===== src/rtl/cm_pkg.sv =====
// Shared types and sizing helpers for the select-mux capture block.
package cm_pkg;

  localparam int SETTLE_W = 4;

  typedef enum logic [1:0] {
    ST_IDLE,
    ST_SETTLE,
    ST_SAMPLE,
    ST_DONE
  } cm_cap_state_e;

  function automatic int sel_w(input int width);
    return $clog2(width);
  endfunction

endpackage


===== src/rtl/cm_settle_cnt.sv =====
// Settle-time down-counter: loads a count, decrements on request, flags zero.
module cm_settle_cnt
  import cm_pkg::*;
(
  input  logic                clk,
  input  logic                rst_n,
  input  logic                load_i,
  input  logic [SETTLE_W-1:0] load_val_i,
  input  logic                dec_i,
  output logic                zero_o
);

  logic [SETTLE_W-1:0] cnt_q;

  // NOTE: sequential state uses non-blocking assignments so every flop samples
  // pre-edge values regardless of process ordering.
  always_ff @(posedge clk or negedge rst_n) begin
    if (!rst_n) begin
      cnt_q <= '0;
    end else if (load_i) begin
      cnt_q <= load_val_i;
    end else if (dec_i && (cnt_q != '0)) begin
      cnt_q <= cnt_q - SETTLE_W'(1);
    end
  end

  assign zero_o = (cnt_q == '0);

endmodule


===== src/rtl/cm_demux_capture.sv =====
// Drives a 16:1-style mux select, samples its output once per code and
// reassembles the bits into a parallel word on a valid/ready handshake.
module cm_demux_capture
  import cm_pkg::*;
#(
  parameter int WIDTH  = 16,
  parameter int SETTLE = 0,
  parameter bit INVERT = 1'b0
) (
  input  logic                      clk,
  input  logic                      rst_n,
  input  logic                      start,
  input  logic                      abort,
  input  logic                      line_i,
  output logic [sel_w(WIDTH)-1:0]   sel_o,
  output logic                      en_n_o,
  output logic [WIDTH-1:0]          word_o,
  output logic                      word_valid,
  input  logic                      word_ready,
  output logic                      busy
);

  localparam int SEL_W = sel_w(WIDTH);
  localparam logic [SEL_W-1:0] SEL_LAST = SEL_W'(WIDTH - 1);
  // Counter is loaded with SETTLE-1 so SETTLE cycles pass before SAMPLE.
  localparam logic [SETTLE_W-1:0] SETTLE_LOAD =
    (SETTLE > 0) ? SETTLE_W'(SETTLE - 1) : '0;

  cm_cap_state_e    state_q, state_d;
  logic [SEL_W-1:0] sel_q, sel_d;
  logic             en_n_q, en_n_d;
  logic [WIDTH-1:0] shadow_q, shadow_d;
  logic [WIDTH-1:0] word_q, word_d;
  logic             valid_q, valid_d;

  logic cnt_load;
  logic cnt_dec;
  logic cnt_zero;
  logic sweep_go;
  logic enter_code;
  logic sample_bit;

  assign sample_bit = line_i ^ INVERT;

  cm_settle_cnt u_settle_cnt (
    .clk        (clk),
    .rst_n      (rst_n),
    .load_i     (cnt_load),
    .load_val_i (SETTLE_LOAD),
    .dec_i      (cnt_dec),
    .zero_o     (cnt_zero)
  );

  // NOTE: every signal written here gets a default first, so no path can
  // leave one unassigned and infer a latch.
  always_comb begin
    state_d    = state_q;
    sel_d      = sel_q;
    en_n_d     = en_n_q;
    shadow_d   = shadow_q;
    word_d     = word_q;
    valid_d    = valid_q;
    cnt_load   = 1'b0;
    cnt_dec    = 1'b0;
    sweep_go   = 1'b0;
    enter_code = 1'b0;

    unique case (state_q)
      ST_IDLE: begin
        if (start && !abort) begin
          sweep_go = 1'b1;
        end
      end

      ST_SETTLE: begin
        if (abort) begin
          state_d  = ST_IDLE;
          en_n_d   = 1'b1;
          sel_d    = '0;
          shadow_d = '0;
        end else if (cnt_zero) begin
          state_d = ST_SAMPLE;
        end else begin
          cnt_dec = 1'b1;
        end
      end

      ST_SAMPLE: begin
        if (abort) begin
          state_d  = ST_IDLE;
          en_n_d   = 1'b1;
          sel_d    = '0;
          shadow_d = '0;
        end else begin
          shadow_d[sel_q] = sample_bit;
          if (sel_q == SEL_LAST) begin
            // The last bit is merged straight from the line, not via shadow_q.
            word_d  = shadow_d;
            valid_d = 1'b1;
            en_n_d  = 1'b1;
            sel_d   = '0;
            state_d = ST_DONE;
          end else begin
            sel_d      = sel_q + SEL_W'(1);
            enter_code = 1'b1;
          end
        end
      end

      ST_DONE: begin
        if (word_ready) begin
          valid_d = 1'b0;
          if (start) begin
            sweep_go = 1'b1;
          end else begin
            state_d = ST_IDLE;
          end
        end
      end

      default: begin
        state_d = ST_IDLE;
      end
    endcase

    if (sweep_go) begin
      sel_d      = '0;
      en_n_d     = 1'b0;
      enter_code = 1'b1;
    end

    if (enter_code) begin
      if (SETTLE > 0) begin
        state_d  = ST_SETTLE;
        cnt_load = 1'b1;
      end else begin
        state_d = ST_SAMPLE;
      end
    end
  end

  // NOTE: the shadow and output words are reset explicitly so a reset mid-sweep
  // can never expose stale or partial data.
  always_ff @(posedge clk or negedge rst_n) begin
    if (!rst_n) begin
      state_q  <= ST_IDLE;
      sel_q    <= '0;
      en_n_q   <= 1'b1;
      shadow_q <= '0;
      word_q   <= '0;
      valid_q  <= 1'b0;
    end else begin
      state_q  <= state_d;
      sel_q    <= sel_d;
      en_n_q   <= en_n_d;
      shadow_q <= shadow_d;
      word_q   <= word_d;
      valid_q  <= valid_d;
    end
  end

  assign sel_o      = sel_q;
  assign en_n_o     = en_n_q;
  assign word_o     = word_q;
  assign word_valid = valid_q;
  assign busy       = (state_q == ST_SETTLE) || (state_q == ST_SAMPLE);

endmodule


===== config.mk =====
export PLATFORM = sky130hd
export DESIGN_NAME = cm_demux_capture
export DESIGN_NICKNAME = d
export VERILOG_FILES = /design/src/rtl/cm_pkg.sv /design/src/rtl/cm_settle_cnt.sv /design/src/rtl/cm_demux_capture.sv
export SDC_FILE = /design/constraint.sdc
export NUM_CORES = 1
export LEC_CHECK = 0
export ABC_AREA = 1
export ABC_CLOCK_PERIOD_IN_PS = 1770
export CORE_AREA = 8 8 73 75
export CTS_CLUSTER_DIAMETER = 30
export DETAILED_ROUTE_END_ITERATION = 16
export DIE_AREA = 0 0 81 83
export DONT_BUFFER_PORTS = 1
export PLACE_DENSITY = 0.79
export SLEW_MARGIN = 20
export SYNTH_ARGS = -nofsm -noshare
export SYNTH_HDL_FRONTEND = slang
export SYNTH_SLANG_ARGS = --single-unit
export TNS_END_PERCENT = 30

===== constraint.sdc =====
create_clock -name clk -period 1.77 [get_ports clk]
set_input_delay 0.2655 -clock clk [delete_from_list [all_inputs] [get_ports clk]]
set_output_delay 0.2655 -clock clk [all_outputs]
set_load 0.02 [all_outputs]

==> flow_summary.toml <==
[pwr]
leakage_nw = 1.23
power_density_nw_per_um2 = 1100
peakVddDrop_v = 0.000473

[floorplanning]
die_w_um = 81
core_area_um2 = 4200
rows = 24
die_h_um = 83
io_pins = 29
initial_core_util_pct = 52.7
die_area_um2 = 6720

[final_layout]
final_area_um2 = 2440
utilization_pct = 57.9
area_growth_pct = 10.0
layout-drive-gt1-share_pct = 13.0
layout_commonest_cell = "nand2_1"
n_antenna_cell = 0
fin_nets = 298
final_cell_mix = "nand2_1, dfrtp_1, inv_1"

[global_route]
grt_max_degree = 44
antenna_found_initial = 0
grt_pass1_wl_um = 7770
track_usage_pct = 14.4
gr-total-overflow = 0
grt_pass1_vias = 1694

[cts]
clockBufferDepth = 2
root_buffer = "clkbuf_8"
clkSlewWorstSetupHoldPaths_ns = 0.09
clock_latency_ns = 0.30
clock-sinks = 43
cts_buffers = 5
cts_tree = "yes"
htree_levels = 2
post_cts_buffers = 0

[detailed_routing]
wl_per_cell_um = 13.6
routed_via_density = 5.22
ant_nets = 0
drc = 0
totalWireLength_um = 4570
first_iter_violations = 188
dr_total_vias = 1754
drt_pass1_iterations = 4

[sta]
fin_worst_skew_ns = 0.00915
rsz0062_at_grt = "false"
hold_viol = 0
tightest_slew_ns = 0.445
relSlewSlack_pct = 70.3
slew_viol_final = 0
min_period_ns = 1.58
fin_tns_setup_ns = 0
fin_crit_sh_pct = 89.4
setup_viol = 0
maxClockFrequency_mhz = 632

[logic_synthesis]
ys_types = 21
yosysTopAreaCell = "dfrtp_1"
syn_area_um2 = 2210
synth.avg_cell_area_um2 = 8.14
yosysWarnings = 0
synth-seq-area-share_pct = 48.6
synth_nets = 287
netlist.area_leader.share_pct = 47.5
synth_cells = 272
synth_area_leaders = "dfrtp_1, nand2_1, nand3_1"
synth_seq_cells = 43

[place]
placedInstanceArea_um2 = 2290
port_buffers = 0
hpwl_um = 3310
place_congestion = 0.799

[worst_setup_path]
cp_num_buf_inv = 3
criticalPathCategory = "reg -> reg"
cpPeakStageDelay_ns = 0.42
cp_cell_sequence = "inv_1, ha_2, inv_2, nor2_1, nand2_2, inv_2, nand3_1, o21ai_2"
end_kind = "flip-flop"
crit_family = "flip-flops"
cp_slowest_cell = "dfrtp_1"
critPathRequiredTime_ns = 2.00
cp-start-kind = "flip-flop"
crit_fanout = 10
cpMostUsedCell = "inv_2"
worst_ep_arrival_time_ns = 1.81

[status]
status = "finished clean"

[worst_hold_path]
hp-class = "in -> reg"

[flow_run]
maxCapViolCount = 0
per-layer routing:
metal,vias up,global-route usage (%),part of all wire [%]
li1,888,-,-
met1,830,16.7,43
met2,29,22.9,48
met3,7,5.17,6.7
met4,0,6.34,2.4
met5,-,0,0
final timing paths:
check                      slack [ns]   startpoint     endpoint  cells past startpoint
hold / removal                   0.16        abort   word_valid                      3
setup reg to reg                 0.19   state_q[0]     sel_o[1]                      8
setup / recovery                 0.19   state_q[0]     sel_o[1]                      8
max in group asynchronous        1.06        rst_n       en_n_o                      2
min in group asynchronous        0.44        rst_n    word_o[8]                      2
hold reg to reg                  0.49  shadow_q[0]  shadow_q[0]                      2
registers in the layout, indices dropped and copies added, names as in the netlist:
signal,count
en_n_o,1
sel_o,4
shadow_q,15
state_q,2
u_settle_cnt.cnt_q,4
word_o,16
word_valid,1
synthesized netlist by cell type (all sizes together):
| cell | count |
|---|---|
| nand2 | 101 |
| nand3 | 25 |
| nor2 | 11 |
| ha | 9 |
| o22ai | 7 |
| buf | 6 |
| dfrtp | 42 |
| dfstp | 1 |
| inv | 30 |
| xor2 | 3 |
| a21oi | 2 |
| o21ai | 32 |
| nand4 | 3 |
per-stage QoR:
stage               hold slack [ns]  power [mW]  cells  worst slack (ns)
floorplan                   -0.0301        1.69    272             0.169
global placement            -0.0289        1.87    326             0.171
detailed placement          -0.0289        1.90    326             0.117
CTS                           0.153        2.70    336            0.0933
global route                  0.185        2.84    336            0.0694
finish                        0.160        2.68    336             0.188
what timing repair did:
item | 4_1_cts | 5_1_grt
hold endpoints to repair | 43 | 0
gates resized for setup | 0 | 1
endpoints found under the setup margin | 0 | 2
hold buffers | 2 | 0
worst reg2reg max path, cell delays in order, from the launching register on:
cell	delay (ns)
dfrtp_1	0.42
inv_1	0.10
ha_2	0.27
inv_2	0.08
nor2_1	0.16
nand2_2	0.13
inv_2	0.19
nand3_1	0.12
o21ai_2	0.07
final cells by class:
cell class / instances / area (µm²)
fill: 370 / 1770
tap: 52 / 65.1
timing repair buffer: 10 / 90.1
multi-input combinational: 193 / 978
sequential: 43 / 1080
clock buffer: 5 / 68.8
inverter: 30 / 113
clock inverter: 3 / 43.8
report_power, final:
group          total (mW)  internal [mW]  leakage (nW)  switching, mW
Clock               0.769          0.420        0.0581          0.349
Sequential           1.17           1.07         0.567          0.100
Combinational       0.736          0.244         0.603          0.492
Total                2.68           1.74          1.23          0.941
cell families after synthesis:
logic type	Yosys count	synth area share, %
simple gates	140	26.4
flops	43	48.6
compound gates	41	11.4
buf+inv	36	7.29
fa+ha+maj	9	5.08
xor+xnor	3	1.19
(Power assumes the default switching activity.)
